===== src/rtl/selftest_monitor.sv =====
// selftest_monitor: self-test checkpoint monitor.
// Snoops the core register-file write port and matches writes against NUM_CH
// programmed (register, value) checkpoints. A cycle timeout bounds the run.
// Status is reported on checkbits: [15:12] state code, [11:8] first failing
// channel, [7:0] hit mask (zero-extended).
// Optional feature macro: SELFTEST_TIMESTAMP_EN adds per-channel hit
// timestamps readable through ts_sel / ts_value.
//
// Control interface: start and abort are single-cycle pulses sampled on the
// rising clock edge. cfg_we / cfg_timeout_we are single-cycle write strobes
// that only land while the monitor sits in IDLE. There is no back-pressure.
module selftest_monitor #(
  parameter int NUM_CH          = 4,
  parameter int DATA_W          = 32,
  parameter int ADDR_W          = 5,
  parameter int TIMEOUT_W       = 24,
  parameter int DEFAULT_TIMEOUT = 100000,
  parameter int IN_ORDER        = 0
) (
  input  logic                 clock,
  input  logic                 resetb,
  input  logic                 cfg_we,
  input  logic [2:0]           cfg_ch,
  input  logic                 cfg_en,
  input  logic [ADDR_W-1:0]    cfg_addr,
  input  logic [DATA_W-1:0]    cfg_data,
  input  logic                 cfg_timeout_we,
  input  logic [TIMEOUT_W-1:0] cfg_timeout,
  input  logic                 start,
  input  logic                 abort,
  input  logic                 rf_we,
  input  logic [ADDR_W-1:0]    rf_waddr,
  input  logic [DATA_W-1:0]    rf_wdata,
  output logic [15:0]          checkbits,
  output logic [NUM_CH-1:0]    hit_mask,
  output logic [TIMEOUT_W-1:0] cycles,
`ifdef SELFTEST_TIMESTAMP_EN
  input  logic [2:0]           ts_sel,
  output logic [TIMEOUT_W-1:0] ts_value,
`endif
  output logic                 done
);

  // State encoding doubles as the code shown on checkbits[15:12].
  typedef enum logic [3:0] {
    S_IDLE    = 4'h0,
    S_RUN     = 4'h1,
    S_PASS    = 4'hA,
    S_TIMEOUT = 4'hE,
    S_FAIL    = 4'hF
  } state_t;

  state_t               state_q, state_d;
  logic [NUM_CH-1:0]    ch_en_q;
  logic [ADDR_W-1:0]    ch_addr_q  [NUM_CH];
  logic [DATA_W-1:0]    ch_value_q [NUM_CH];
  logic [TIMEOUT_W-1:0] timeout_q;
  logic [NUM_CH-1:0]    hit_q, hit_d;
  logic [TIMEOUT_W-1:0] cycles_q, cycles_d;
  logic [3:0]           fail_idx_q, fail_idx_d;

  logic                 cfg_open;
  logic [NUM_CH-1:0]    match, pending, expect_oh, good, bad;
  logic [3:0]           bad_idx;
  logic                 complete;
  logic                 tmo_hit;
  logic [TIMEOUT_W-1:0] cycles_inc;
  logic [7:0]           hit_ext;
  logic [3:0]           state_code;

  // Configuration is only writable while idle; an abort on the same edge wins.
  assign cfg_open = (state_q == S_IDLE) && !abort;

  // Raw per-channel match of the current register-file write; x0 never matches.
  always_comb begin
    match = '0;
    for (int k = 0; k < NUM_CH; k++) begin
      match[k] = rf_we && (rf_waddr != '0) && ch_en_q[k] && !hit_q[k] &&
                 (rf_waddr == ch_addr_q[k]) && (rf_wdata == ch_value_q[k]);
    end
  end

  // Lowest-index enabled channel still waiting for its hit.
  assign pending   = ch_en_q & ~hit_q;
  assign expect_oh = pending & (~pending + NUM_CH'(1));

  // Split matches into accepted hits and ordering violations.
  always_comb begin
    if (IN_ORDER != 0) begin
      good = match & expect_oh;
      bad  = match & ~expect_oh;
    end else begin
      good = match;
      bad  = '0;
    end
    bad_idx = '0;
    for (int k = NUM_CH - 1; k >= 0; k--) begin
      if (bad[k]) bad_idx = 4'(k);
    end
  end

  assign complete   = ((hit_q | good) & ch_en_q) == ch_en_q;
  assign cycles_inc = (&cycles_q) ? cycles_q : cycles_q + TIMEOUT_W'(1);
  assign tmo_hit    = (timeout_q != '0) && (cycles_q == timeout_q - TIMEOUT_W'(1));

  // Next-state and next-status logic; FAIL beats PASS, PASS beats TIMEOUT.
  always_comb begin
    state_d    = state_q;
    hit_d      = hit_q;
    cycles_d   = cycles_q;
    fail_idx_d = fail_idx_q;
    if (abort) begin
      state_d    = S_IDLE;
      hit_d      = '0;
      cycles_d   = '0;
      fail_idx_d = '0;
    end else begin
      case (state_q)
        S_IDLE: begin
          if (start) begin
            state_d    = S_RUN;
            hit_d      = '0;
            cycles_d   = '0;
            fail_idx_d = '0;
          end
        end
        S_RUN: begin
          cycles_d = cycles_inc;
          if (bad != '0) begin
            state_d    = S_FAIL;
            fail_idx_d = bad_idx;
          end else begin
            hit_d = hit_q | good;
            if (complete)     state_d = S_PASS;
            else if (tmo_hit) state_d = S_TIMEOUT;
          end
        end
        default: begin
          state_d = state_q;
        end
      endcase
    end
  end

  // Status registers.
  always_ff @(posedge clock or negedge resetb) begin
    if (!resetb) begin
      state_q    <= S_IDLE;
      hit_q      <= '0;
      cycles_q   <= '0;
      fail_idx_q <= '0;
    end else begin
      state_q    <= state_d;
      hit_q      <= hit_d;
      cycles_q   <= cycles_d;
      fail_idx_q <= fail_idx_d;
    end
  end

  // Checkpoint and timeout configuration registers; channel indices past NUM_CH are dropped.
  always_ff @(posedge clock or negedge resetb) begin
    if (!resetb) begin
      ch_en_q   <= '0;
      timeout_q <= TIMEOUT_W'(DEFAULT_TIMEOUT);
      for (int k = 0; k < NUM_CH; k++) begin
        ch_addr_q[k]  <= '0;
        ch_value_q[k] <= '0;
      end
    end else if (cfg_open) begin
      if (cfg_we) begin
        for (int k = 0; k < NUM_CH; k++) begin
          if (cfg_ch == 3'(k)) begin
            ch_en_q[k]    <= cfg_en;
            ch_addr_q[k]  <= cfg_addr;
            ch_value_q[k] <= cfg_data;
          end
        end
      end
      if (cfg_timeout_we) timeout_q <= cfg_timeout;
    end
  end

`ifdef SELFTEST_TIMESTAMP_EN
  logic [TIMEOUT_W-1:0] ts_q [NUM_CH];
  logic                 ts_clear;
  logic                 hit_apply;

  assign ts_clear  = abort || ((state_q == S_IDLE) && start);
  assign hit_apply = (state_q == S_RUN) && !abort && (bad == '0);

  // Capture the post-edge cycle count on each channel's hit edge.
  always_ff @(posedge clock or negedge resetb) begin
    if (!resetb) begin
      for (int k = 0; k < NUM_CH; k++) ts_q[k] <= '0;
    end else if (ts_clear) begin
      for (int k = 0; k < NUM_CH; k++) ts_q[k] <= '0;
    end else if (hit_apply) begin
      for (int k = 0; k < NUM_CH; k++) begin
        if (good[k]) ts_q[k] <= cycles_inc;
      end
    end
  end

  // Timestamp read mux; out-of-range selects read as zero.
  always_comb begin
    ts_value = '0;
    for (int k = 0; k < NUM_CH; k++) begin
      if (ts_sel == 3'(k)) ts_value = ts_q[k];
    end
  end
`endif

  assign state_code = state_q;
  assign hit_ext    = 8'(hit_q);
  assign checkbits  = {state_code, fail_idx_q, hit_ext};
  assign hit_mask   = hit_q;
  assign cycles     = cycles_q;
  assign done       = (state_q == S_PASS) || (state_q == S_FAIL) || (state_q == S_TIMEOUT);

endmodule

===== config.mk =====
export PLATFORM = sky130hd
export DESIGN_NAME = selftest_monitor
export DESIGN_NICKNAME = d
export VERILOG_FILES = /design/src/rtl/selftest_monitor.sv
export SDC_FILE = /design/constraint.sdc
export NUM_CORES = 1
export LEC_CHECK = 0
export ABC_AREA = 0
export CAP_MARGIN = 40
export CORE_ASPECT_RATIO = 0.6
export CORE_MARGIN = 2
export CORE_UTILIZATION = 55
export CTS_CLUSTER_SIZE = 30
export DETAILED_ROUTE_END_ITERATION = 6
export PLACE_DENSITY = 0.8
export SLEW_MARGIN = 5
export SYNTH_ARGS = -nofsm -noshare
export SYNTH_HDL_FRONTEND = slang
export SYNTH_SLANG_ARGS = --single-unit

===== constraint.sdc =====
create_clock -name clock -period 3.7 [get_ports clock]
set_input_delay 0.74 -clock clock [delete_from_list [all_inputs] [get_ports clock]]
set_output_delay 0.74 -clock clock [all_outputs]
set_load 0.01 [all_outputs]

==> results.txt <==
----------------------------------------------------
[Die]
  Number of I/O pins ... 154
  Cell Rows ... 39
  Initial Util ... 56.63%
  Die Outline Area ... 20920 sq um
  Die X ... 185.4 um
  Placeable core area ... 19180 sq um
  Vertical extent of the die ... 112.8 um

[Timing]
  Worst slew slack as a fraction of its limit ... 50.15%
  Maximum frequency from static timing analysis ... around 320 MHz
  Setup violation total in the final timing report ... 0
  Hold violation total from the final report ... 0
  Transition time at the pin with the least slew margin ... between 700 and 800 ps
  Unrepaired setup endpoints after global routing ... no
  Sum of negative setup slack ... 0 ps
  Slew Viols, Final ... 0
  Final period demand of the worst path ... 3131 ps
  Final clock period utilization by the worst path ... 84.61%
  Clock skew after layout ... 16.35 ps

[Detailed routing]
  First-pass DRT Iterations ... 5
  Number of DRC markers in iteration 0 ... 874
  Final routed wire length divided by cell count ... 21.33 um
  Routed vias ... 7948
  Routed wire length ... 29090 um
  Final antenna-violating net count ... 0
  Remaining routing DRC violations ... 0
  Via-per-instance ratio ... between 5 and 6

[Clock network]
  Clk slew on worst S/H paths ... 70 ps
  Total of cells resized after clock tree synthesis ... 0
  CTS tree ... built
  Number of buffers inserted to repair setup after CTS ... 0
  Number of buffers added to fix hold violations after cts ... 0
  Buffer type at the clock tree root ... clkbuf_16
  Maximum clock insertion buffer count ... 3
  Num CTS Buffers ... 20
  CTS sink cnt ... 207
  Worst-Skew Late Latency ... 500 ps
  Depth of the CTS H-tree ... 1

[Final layout]
  Fraction of final layout cells with drive strength greater than 1 ... 24.68%
  Number of fill cells in the layout ... 1391
  Flip-flop and latch area ... 5187 sq um
  Antenna diode instance count ... 0
  Final core occ ... a little over two thirds
  Number of nets in the layout ... 1195
  Area added between synthesis and finish ... 23.71%
  Area used by multi-input combinational logic ... 5360 sq um

[Critical path]
  WP data required ... 4090 ps
  Worst-path fanout max ... 6
  Critical path type ... register to register
  CP top delay family ... simple AND/OR/NAND/NOR gates
  Nature of the critical path startpoint ... register
  Arr. time, crit path ... 3520 ps
  Critical Path Slowest Stage Cell ... or4_4
  Sum of buffers and inverters on the critical path ... 0
  Critical Path End Type ... register
  Sequence of cells on the critical path ... or4_4 > or2_1 > or4_1 > a21oi_1 > o32ai_1 > a2111oi_2 > nand2b_1 > mux2_4
  Stage delay of the slowest cell on the critical path ... approximately 600 ps
  Worst reg2reg setup slack ... 570 ps

[Global route]
  Number of antenna violations at the first check in global routing ... 1
  Sum of overflow across all layers after global routing ... 0
  Vias in the first global route ... 7642
  Maximum number of pins on one net before global-route repair ... 93
  Wire length of the first global-routing pass ... 44550 um
  GRT Resource Usage Total ... 28.38%

[Pwr]
  IR drop worst, VDD ... 0.4949 mV
  Total power draw ... 0.009445 W
  Power density cells ... 703.0 nW/um^2
  Leak ... 5.551 nW

[Flow run]
  Number of maximum-capacitance violations ... 0

[Synthesis]
  Fraction of the yosys area taken by sequential cells ... 47.77%
  Share of async-settable or async-resettable flops after synthesis ... 100.0%
  Post-synth design cell area ... 10860 sq um
  Yosys warnings ... 0
  Average cell area after synthesis ... 11.60 sq um
  Seq cells post-synth ... approximately 210
  Flip-flop cell with the highest count after synthesis ... dfrtp_1
  Number of different library cells in the post-synthesis netlist ... 63
  Number of cells produced by synthesis ... roughly 940
  Number of enable flip-flop cells after synthesis ... 0

[Hold path]
  Class of the tightest hold or removal check ... input port to asynchronous set/reset pin

[Placement]
  Final Wtd Congestion ... 0.9718
  Port Buffers ... 145
  Half-perimeter wire length after placement ... 21800 um

[Run status]
  Result of the run ... complete, no violations

----------------------------------------------------
## per-layer routing
| metal | GRT usage (%) | up-vias | part of all wire (%) |
|---|---|---|---|
| li1 | - | 3584 | - |
| met3 | 8.111 | 38 | 10 |
| met1 | 46.36 | 4005 | 49 |
| met2 | 36.97 | 319 | 39 |
| met5 | 0 | - | 0.031 |
| met4 | 5.238 | 2 | 1.6 |
## registers in the layout, indices dropped and copies added (netlist names)
| signal | count |
|---|---|
| hit_mask | 4 |
| ch_value_q | 128 |
| cycles | 24 |
| state_code | 3 |
| ch_en_q | 4 |
| timeout_q | 24 |
| ch_addr_q | 20 |
## power by group
group          internal [W]  switching, W  leakage, nW
sequential          0.00322      0.000793         2.66
combinational       0.00172       0.00146         2.53
clock               0.00136      0.000889        0.354
## area by class of cell
cell class	instances	area share (%)
Multi-Input combinational cell	657	39.90
Inverter	10	0.2794
Sequential cell	207	38.61
Timing Repair Buffer	188	13.42
Clock inverter	9	1.080
Clock buffer	27	4.228
Tap cell	266	2.477
## cells in the mapped netlist, types with 2 or more instances
cell type  count  area (sq um)
mux2_2       176          1982
nand3b_1       6         45.04
buf_4         13         97.59
buf_1          6         22.52
xnor2_1      152          1331
or2_1          3         18.77
or3_1          7         43.79
nor4b_1        2         17.52
o31ai_1        5         37.54
buf_2          3         15.01
nand2_1       26         97.59
o21ai_1        5         25.02
dfrtp_1      201          5030
nor2_1        39         146.4
and4_1         2         17.52
and3_1         6         37.54
nand2b_1       3         18.77
o31a_1         2         17.52
nand3_1       16         80.08
clkbuf_1      46         172.7
a31oi_1        6         37.54
inv_1         10         37.54
dfstp_2        6         157.7
nor4_1        19         118.9
ha_1           2         25.02
a221o_1        2         20.02
nor3_1        19         95.09
a21oi_1       19         95.09
o22a_1         2         17.52
nand4_1       41         256.5
and2_1         4         25.02
xor2_1        34         297.8
o21a_1         2         15.01
or4_1          7         52.55
a211oi_1       2         15.01
o21ai_0       15         75.07
## path summary, 6_finish.rpt
path,end,from,cells past startpoint
max,state_code[0]$_DFFE_PN0P_,timeout_q[12]$_DFFE_PN0P_,8
min,ch_value_q[34]$_DFFE_PN0P_,resetb,1
max reg2reg,state_code[0]$_DFFE_PN0P_,timeout_q[12]$_DFFE_PN0P_,8
min reg2reg,ch_addr_q[9]$_DFFE_PN0P_,ch_addr_q[9]$_DFFE_PN0P_,1
max in group asynchronous,timeout_q[16]$_DFFE_PN1P_,resetb,2
min in group clock,ch_addr_q[9]$_DFFE_PN0P_,ch_addr_q[9]$_DFFE_PN0P_,1
## cells in the final DEF, fill, tap and decap left out, drive strengths merged, types with 3 or more instances in the layout
cell type	instances
nand3	16
dfstp	6
dfrtp	201
a31oi	6
clkinv	5
nor2	39
nor3	19
or2	4
o21ai	20
bufinv	4
inv	10
a21oi	19
or3	7
o31ai	6
clkbuf	28
buf	43
and2	4
mux2	177
nand2	26
nor4	20
nand4	42
nand3b	6
xnor2	152
clkdlybuf4s50	144
nand2b	3
xor2	34
conb	8
or4	8
and3	6
## cells by family after synthesis
family | synth area share [%]
AOI/OAI and AO/OA | 4.494
xor gates and xnor gates | 15.00
adders and majority gates | 0.2304
buffers and inverters | 3.226
DFF | 47.77
muxes | 18.48
other | 0.03453
and+or+nand+nor | 10.76
## stage by stage
step | hold WS (ps) | instance area (sq um) | instances | setup slack (ps)
floorplan | 444.4 | 10890 | 943 | 814.1
global placement | 507.3 | 12720 | 1328 | 283.2
detailed placement | 514.2 | 12720 | 1328 | 161.6
CTS | 312.5 | 13430 | 1364 | 600.9
global route | 332.1 | 13430 | 1364 | 328.6
finish | 268.0 | 13430 | 1364 | 569.5
(Power assumes the default switching activity.)
